`config.mk`:
```
export PLATFORM = sky130hd
export DESIGN_NAME = sdf_dif_stage_ctrl
export DESIGN_NICKNAME = d
export VERILOG_FILES = /design/src/rtl/sdf_dif_stage_ctrl.sv
export SDC_FILE = /design/constraint.sdc
export NUM_CORES = 1
export LEC_CHECK = 0
export ABC_AREA = 1
export CORE_ASPECT_RATIO = 0.9
export CORE_UTILIZATION = 58
export CTS_CLUSTER_SIZE = 28
export DETAILED_ROUTE_END_ITERATION = 8
export GPL_TIMING_DRIVEN = 0
export PLACE_DENSITY = 0.82
export SLEW_MARGIN = 0
export SYNTH_ARGS = -nofsm -noshare
export SYNTH_HDL_FRONTEND = slang
export SYNTH_SLANG_ARGS = --single-unit
export TNS_END_PERCENT = 20
```
`constraint.sdc`:
```
create_clock -name clk -period 2.1 [get_ports clk]
set_clock_uncertainty 0.15 [all_clocks]
set_input_delay 0.42 -clock clk [delete_from_list [all_inputs] [get_ports clk]]
set_output_delay 0.42 -clock clk [all_outputs]
set_load 0.03 [all_outputs]
```
`src/rtl/sdf_dif_stage_ctrl.sv`:
```
// Sequencer for one SDF DIF stage: fill/butterfly phasing, twiddle addressing,
// feedback/output mux control and end-of-batch self-drain of the feedback FIFO.
// Ports:
//   clk, rst (sync, active-low)
//   intt, in_valid, in_last -> in_ready
//   issue side:     btf_issue, tw_addr, tw_intt, fifo_en
//   writeback side: fifo_wr_sel, out_sel, out_valid, out_last
//   err (sticky)
module sdf_dif_stage_ctrl #(
  parameter int LOGN    = 8,
  parameter int STAGE   = 0,
  parameter int BTF_LAT = 7
) (
  input  logic            clk,
  input  logic            rst,
  input  logic            intt,
  input  logic            in_valid,
  input  logic            in_last,
  output logic            in_ready,
  output logic            btf_issue,
  output logic [LOGN-2:0] tw_addr,
  output logic            tw_intt,
  output logic            fifo_en,
  output logic            fifo_wr_sel,
  output logic            out_sel,
  output logic            out_valid,
  output logic            out_last,
  output logic            err
);

  localparam int PB = LOGN - 1 - STAGE;
  localparam logic [LOGN-1:0] CNT_MAX = '1;
  localparam logic [LOGN-1:0] DMAX = LOGN'((1 << PB) - 1);

  typedef enum logic [1:0] {
    S_IDLE,
    S_RUN,
    S_DRAIN
  } state_t;

  state_t r_state;
  state_t w_next;

  logic [LOGN-1:0] r_cnt;
  logic [LOGN-1:0] r_dcnt;
  logic            r_primed;
  logic            r_err;
  logic            r_btf_issue;
  logic            r_fifo_en;
  logic [LOGN-2:0] r_tw_addr;
  logic            r_tw_intt;
  logic [BTF_LAT:0] r_v_sr;
  logic [BTF_LAT:0] r_p_sr;
  logic [BTF_LAT:0] r_l_sr;

  logic            w_accept;
  logic            w_slot;
  logic            w_dlast;
  logic            w_p;
  logic            w_end;
  logic            w_bad;
  logic            w_ev_v;
  logic [LOGN-2:0] w_tw;

  assign w_accept = in_valid & in_ready;
  assign w_slot   = (r_state == S_DRAIN);
  assign w_dlast  = w_slot & (r_dcnt == DMAX);
  assign w_p      = r_cnt[PB];
  assign w_end    = w_accept & in_last & (r_cnt == CNT_MAX);
  assign w_bad    = w_accept & in_last & (r_cnt != CNT_MAX);

  // (cnt mod D) << STAGE equals (cnt << STAGE) mod 2^(LOGN-1).
  assign w_tw = r_cnt[LOGN-2:0] << STAGE;

  // Drain slots are phase 0 and only occur once the stage is primed.
  assign w_ev_v = (w_accept & (w_p | r_primed)) | (w_slot & r_primed);

  always_ff @(posedge clk) begin
    if (!rst) begin
      r_state <= S_IDLE;
    end else begin
      r_state <= w_next;
    end
  end

  always_comb begin
    w_next = r_state;
    unique case (r_state)
      S_IDLE, S_RUN: begin
        if (w_accept) w_next = w_end ? S_DRAIN : S_RUN;
      end
      S_DRAIN: begin
        if (w_dlast) w_next = S_IDLE;
      end
      default: w_next = S_IDLE;
    endcase
  end

  always_ff @(posedge clk) begin
    if (!rst) begin
      r_cnt       <= '0;
      r_dcnt      <= '0;
      r_primed    <= 1'b0;
      r_err       <= 1'b0;
      r_btf_issue <= 1'b0;
      r_fifo_en   <= 1'b0;
      r_tw_addr   <= '0;
      r_tw_intt   <= 1'b0;
      r_v_sr      <= '0;
      r_p_sr      <= '0;
      r_l_sr      <= '0;
    end else begin
      if (w_accept) r_cnt <= r_cnt + 1'b1;
      if (w_slot) r_dcnt <= w_dlast ? '0 : r_dcnt + 1'b1;
      if (w_dlast) begin
        r_primed <= 1'b0;
      end else if (w_accept & w_p) begin
        r_primed <= 1'b1;
      end
      if (w_bad) r_err <= 1'b1;
      r_btf_issue <= w_accept & w_p;
      r_fifo_en   <= w_accept | w_slot;
      if (w_accept) r_tw_addr <= w_tw;
      if (w_accept && r_cnt == '0) r_tw_intt <= intt;
      r_v_sr <= {r_v_sr[BTF_LAT-1:0], w_ev_v};
      r_p_sr <= {r_p_sr[BTF_LAT-1:0], w_accept & w_p};
      r_l_sr <= {r_l_sr[BTF_LAT-1:0], w_dlast};
    end
  end

  assign in_ready    = (r_state != S_DRAIN);
  assign btf_issue   = r_btf_issue;
  assign tw_addr     = r_tw_addr;
  assign tw_intt     = r_tw_intt;
  assign fifo_en     = r_fifo_en;
  assign fifo_wr_sel = r_p_sr[BTF_LAT];
  assign out_sel     = r_p_sr[BTF_LAT];
  assign out_valid   = r_v_sr[BTF_LAT];
  assign out_last    = r_l_sr[BTF_LAT];
  assign err         = r_err;

endmodule

```
# After elaboration in Yosys (flattened, before gate mapping)
# Cells that the tools add are included.
totals:
  elab_cells: 45
  latchBits: 0
  regBits: 54
  out_inout_bits: 16
  n_memories: 0
  mem_bits_rw: 0
  mem_bits_ro: 0
classes:
  n_eq_ne: 8
  reduce_logical: 6
  shift: 0
  div: 0
  magnitude_cmp: 0
  n_mul: 0
  bitwise_logic: 12
  addsub: 2
  muxes: 5
op_table:
  columns: ["op", "n"]
  rows:
  - ["$add A8 B1 Y8 const B", 2]
  - ["$and A1 B1 Y1", 8]
  - ["$eq A8 B7 Y1 const B", 1]
  - ["$eq A8 B8 Y1 const B", 1]
  - ["$logic_not A8 Y1", 1]
  - ["$mux W8", 1]
  - ["$ne A8 B8 Y1 const B", 1]
  - ["$mux W2", 3]
  - ["$ne A2 B2 Y1 const B", 2]
  - ["$pmux W2 S2", 1]
  - ["$reduce_or A2 Y1", 2]
  - ["$or A1 B1 Y1", 3]
  - ["$eq A2 B1 Y1 const B", 1]
  - ["$eq A2 B2 Y1 const B", 1]
  - ["$logic_not A2 Y1", 1]
  - ["$ne A2 B1 Y1 const B", 1]
  - ["$reduce_and A2 Y1", 1]
  - ["$logic_and A1 B1 Y1", 1]
  - ["$not A1 Y1", 1]

# Longest topological paths before layout
logic_depth:
  word_depth: 7
  ltp_mapped: 9
  mapped_depth_nobuf: 9

# Worst setup path before layout
# OpenSTA, ideal clock, no wires.
synth_timing:
  path_type: "reg2reg"
  from: "register r_state[0]"
  to: "register r_cnt[6]"
  setup_time_ns: 0.117
  synth_period_minus_slack_ns: 1.320
  slack_ns: 0.780
  required_ns: 1.833
  arrival_ns: 1.053
  n_path_buf: 0
  stages_incl_launch_ff: 8
  cell_sequence: "dfxtp_1 inv_2 nand2_4 nand2_4 nor2_1 inv_1 o21ai_0 nor2_1"
synth_via:
  elab_chain_len: 2
synth_lines:
  columns: ["item", "line_no", "rtl"]
  rows:
  - ["start: declaration", "41", "state_t r_state;"]
  - ["start signal: assignment", "82", "r_state <= w_next;"]
  - ["$ne A2 B2 Y1", "131", "assign in_ready = (r_state != S_DRAIN);"]
  - ["named net in_ready", "19", "output logic in_ready,"]
  - ["$and A1 B1 Y1", "65", "assign w_accept = in_valid & in_ready;"]
  - ["end signal: assignment", "113", "if (w_accept) r_cnt <= r_cnt + 1'b1;"]
  - ["end: declaration", "44", "logic [LOGN-1:0] r_cnt;"]
# The timed path passes the listed nets, and every way through them passes these cells.
# A chain may end at the register's enable or synchronous reset.

# Worst setup path after layout
layout_timing:
  from: "register r_p_sr[7]"
  to: "output port out_sel"
layout_rtl:
  columns: ["item", "line_no", "rtl"]
  rows:
  - ["start: declaration", "53", "logic [BTF_LAT:0] r_p_sr;"]
  - ["start signal: assignment", "126", "r_p_sr <= {r_p_sr[BTF_LAT-1:0], w_accept & w_p};"]
  - ["end: declaration", "25", "output logic out_sel,"]
# No word-level cell between the ends.

==> impl_metrics.py <==
metrics = {
    "worst_hold_path": {
        "hold_path.class": "register to register",
        "hold_start": "r_p_sr[1]",
    },
    "die": {
        "die_area_um2": 3590,
        "io_pins": 21,
        "num_rows": 19,
        "core_area_um2": 3110,
        "start_util_pct": 62.5,
        "fp.dieW_um": 63.1,
        "die_h_um": 57.0,
    },
    "placement": {
        "place_congestion": 0.743,
        "port-buffer-count": 20,
        "dp_hpwl_um": 2280,
        "dp.cells": 304,
    },
    "layout": {
        "syn_to_final_growth_pct": 17.6,
        "drive_above_1_share_pct": 7.78,
        "finalNetCount": 277,
        "fin_cells": 312,
        "final_cell_mix": "dfxtp_1 (53), nand2_1 (47), inv_1 (42)",
        "final_core_util_pct": 73.5,
        "layout_commonest_cell": "dfxtp_1",
        "diodes": 0,
    },
    "sta": {
        "setup_tns_ns": 0,
        "setup_violations": 0,
        "timing.slew.headroom_pct": 70.4,
        "slew_viol_final": 0,
        "rsz0062_at_grt": "false",
        "period_needed_ns": 1.96,
        "fmax_mhz": 511,
        "hold_viol_final": 0,
        "fin_crit_sh_pct": 93.1,
        "tightest_slew_ns": 0.444,
    },
    "clock_tree": {
        "cts_made_buffers": 5,
        "clockRootBuffer": "clkbuf_8",
        "hold_buffers": 0,
        "ctsLongestPathBuffers": 2,
        "numClockSinks": 53,
        "cts_setup_buffers": 0,
        "clk_latency_ns": 0.30,
        "clkTransAtPathRegs_ns": 0.09,
        "cts_tree": "done",
        "htree_num_levels": 2,
    },
    "worst_setup_path": {
        "worstPathArrival_ns": 1.39,
        "critPathKind": "register to output port",
        "setup.worst_path.start": "r_p_sr[7]",
        "start_kind": "register",
        "regToRegStartpoint": "r_dcnt[1]",
        "critPathRequiredTime_ns": 1.53,
        "end_kind": "output port",
        "crit_fanout": 2,
    },
    "global_route": {
        "use_met3_pct": 4.80,
        "grtUsageMet2_pct": 34.1,
        "gr-total-overflow": 0,
        "first_global_vias": 1356,
        "grt_pass1_wl_um": 5810,
        "grtUsageTotal_pct": 21.2,
        "grt_max_degree": 18,
        "grt.busiest_layer": "met2",
        "use_met1_pct": 27.3,
        "grt_antenna_before_repair": 0,
    },
    "logic_synthesis": {
        "synth-warning-count": 0,
        "ys_ff_latch": 53,
        "syn-num-nets": 250,
        "syn_avg_cell_area_um2": 8.04,
        "synth.distinct_cells": 26,
        "synth_seq_area_share_pct": 54.5,
        "netlist_area_um2": 1950,
        "synth_cells": 242,
    },
    "detailed_routing": {
        "ant_nets": 0,
        "dr_total_vias": 1496,
        "firstDrtPassIters": 4,
        "vias_per_cell": 4.79,
        "drt_iter0_drc": 100,
        "routedWlPerCell_um": 10.5,
        "drc_errors": 0,
        "routed_wl_um": 3260,
    },
    "power_and_ir_drop": {
        "power.density_nw_per_um2": 747,
        "ir_drop_v": 0.000580,
        "power.leakage_nw": 1.05,
    },
    "flow_run": {
        "maxCapViolations": 0,
    },
    "outcome": {
        "status": "finished, final reports clean",
    },
}
==> synth_stat cells <==
cell type  instances  area, µm²
dfxtp_1           53       1060
nand2_1           47        176
inv_1             42        158
nor2_1            30        113
a21oi_1           18       90.1
o21ai_0           12       60.1
nand3_1            6       30.0
nand4_1            4       25.0
nor3_1             4       20.0
clkbuf_1           3       11.3
ha_1               3       37.5
nand2_4            3       33.8
buf_2              2       10.0
nor2_2             2       12.5
xor2_1             2       17.5
a211oi_1           1       7.51
a31oi_1            1       6.26
buf_4              1       7.51
clkbuf_8           1       13.8
inv_2              1       3.75
inv_6              1       8.76
nand2_2            1       6.26
nor2_4             1       11.3
o211a_1            1       10.0
o211ai_1           1       7.51
xnor2_1            1       8.76
==> routing by layer <==
metal,wire [µm],vias to the layer above,share of wire [%]
met4,54,0,1.7
met5,0,-,0
li1,-,795,-
met2,1490,24,46
met1,1610,670,49
met3,103,7,3.2
==> area by class of cell <==
type / count / area (µm²)
Buffer: 7 / 42.5
Clock buffer: 5 / 68.8
Clock inverter: 3 / 22.5
Fill cell: 255 / 825
Inverter: 44 / 170
Multi-Input combinational cell: 138 / 673
Sequential cell: 53 / 1060
Tap cell: 42 / 52.6
Timing Repair Buffer: 20 / 199
==> worst paths after layout <==
check,to,slack (ns),depth (start not counted)
setup reg to reg,r_state[0],0.63,7
hold / removal,r_p_sr[2],0.26,2
setup / recovery,out_sel,0.14,2
hold reg to reg,r_p_sr[2],0.26,2
==> power breakdown <==
group / switching [mW] / leakage (nW) / total (mW) / internal (mW)
clock: 0.322 / 0.0481 / 0.559 / 0.237
sequential: 0.0103 / 0.429 / 1.03 / 1.02
combinational: 0.0733 / 0.574 / 0.120 / 0.0468
==> per-stage QoR <==
stage                     power [mW]  setup slack (ns)  area [µm²]  hold WS [ns]
final                           1.71             0.144        2290         0.259
after global routing            1.78            0.0825        2290         0.284
after CTS                       1.73             0.136        2290         0.262
after detailed placement        1.17             0.170        2200         0.248
after global placement          1.17             0.191        2200         0.242
after floorplan                 1.13             0.780        1950         0.240
==> timing repair <==
action,CTS,global route
endpoints found under the setup margin,1,0
gates resized for setup,1,0
hold endpoints to repair,0,0
==> registers in the layout, indices dropped and copies added (netlist names), 2 cells and up <==
| signal | count |
|---|---|
| r_cnt | 8 |
| r_dcnt | 8 |
| r_l_sr | 8 |
| r_p_sr | 8 |
| r_v_sr | 8 |
| tw_addr | 7 |
| r_state | 2 |
==> worst max-delay path: stages, from the launching register on <==
cell and delay (ns):
dfxtp_1 0.34, buf_4 0.10, clkdlybuf4s50_1 0.65
==> logic make-up after synthesis <==
kind of cell / count (synthesis) / share of synthesized area [%]
flip-flops: 53 / 54.5
AO/OA/AOI/OAI: 34 / 9.32
XOR/XNOR: 3 / 1.35
AND/OR/NAND/NOR: 98 / 22.0
adder cells (fa/ha/maj): 3 / 1.93
buffers and inverters: 51 / 10.9
(Power assumes the default switching activity.)
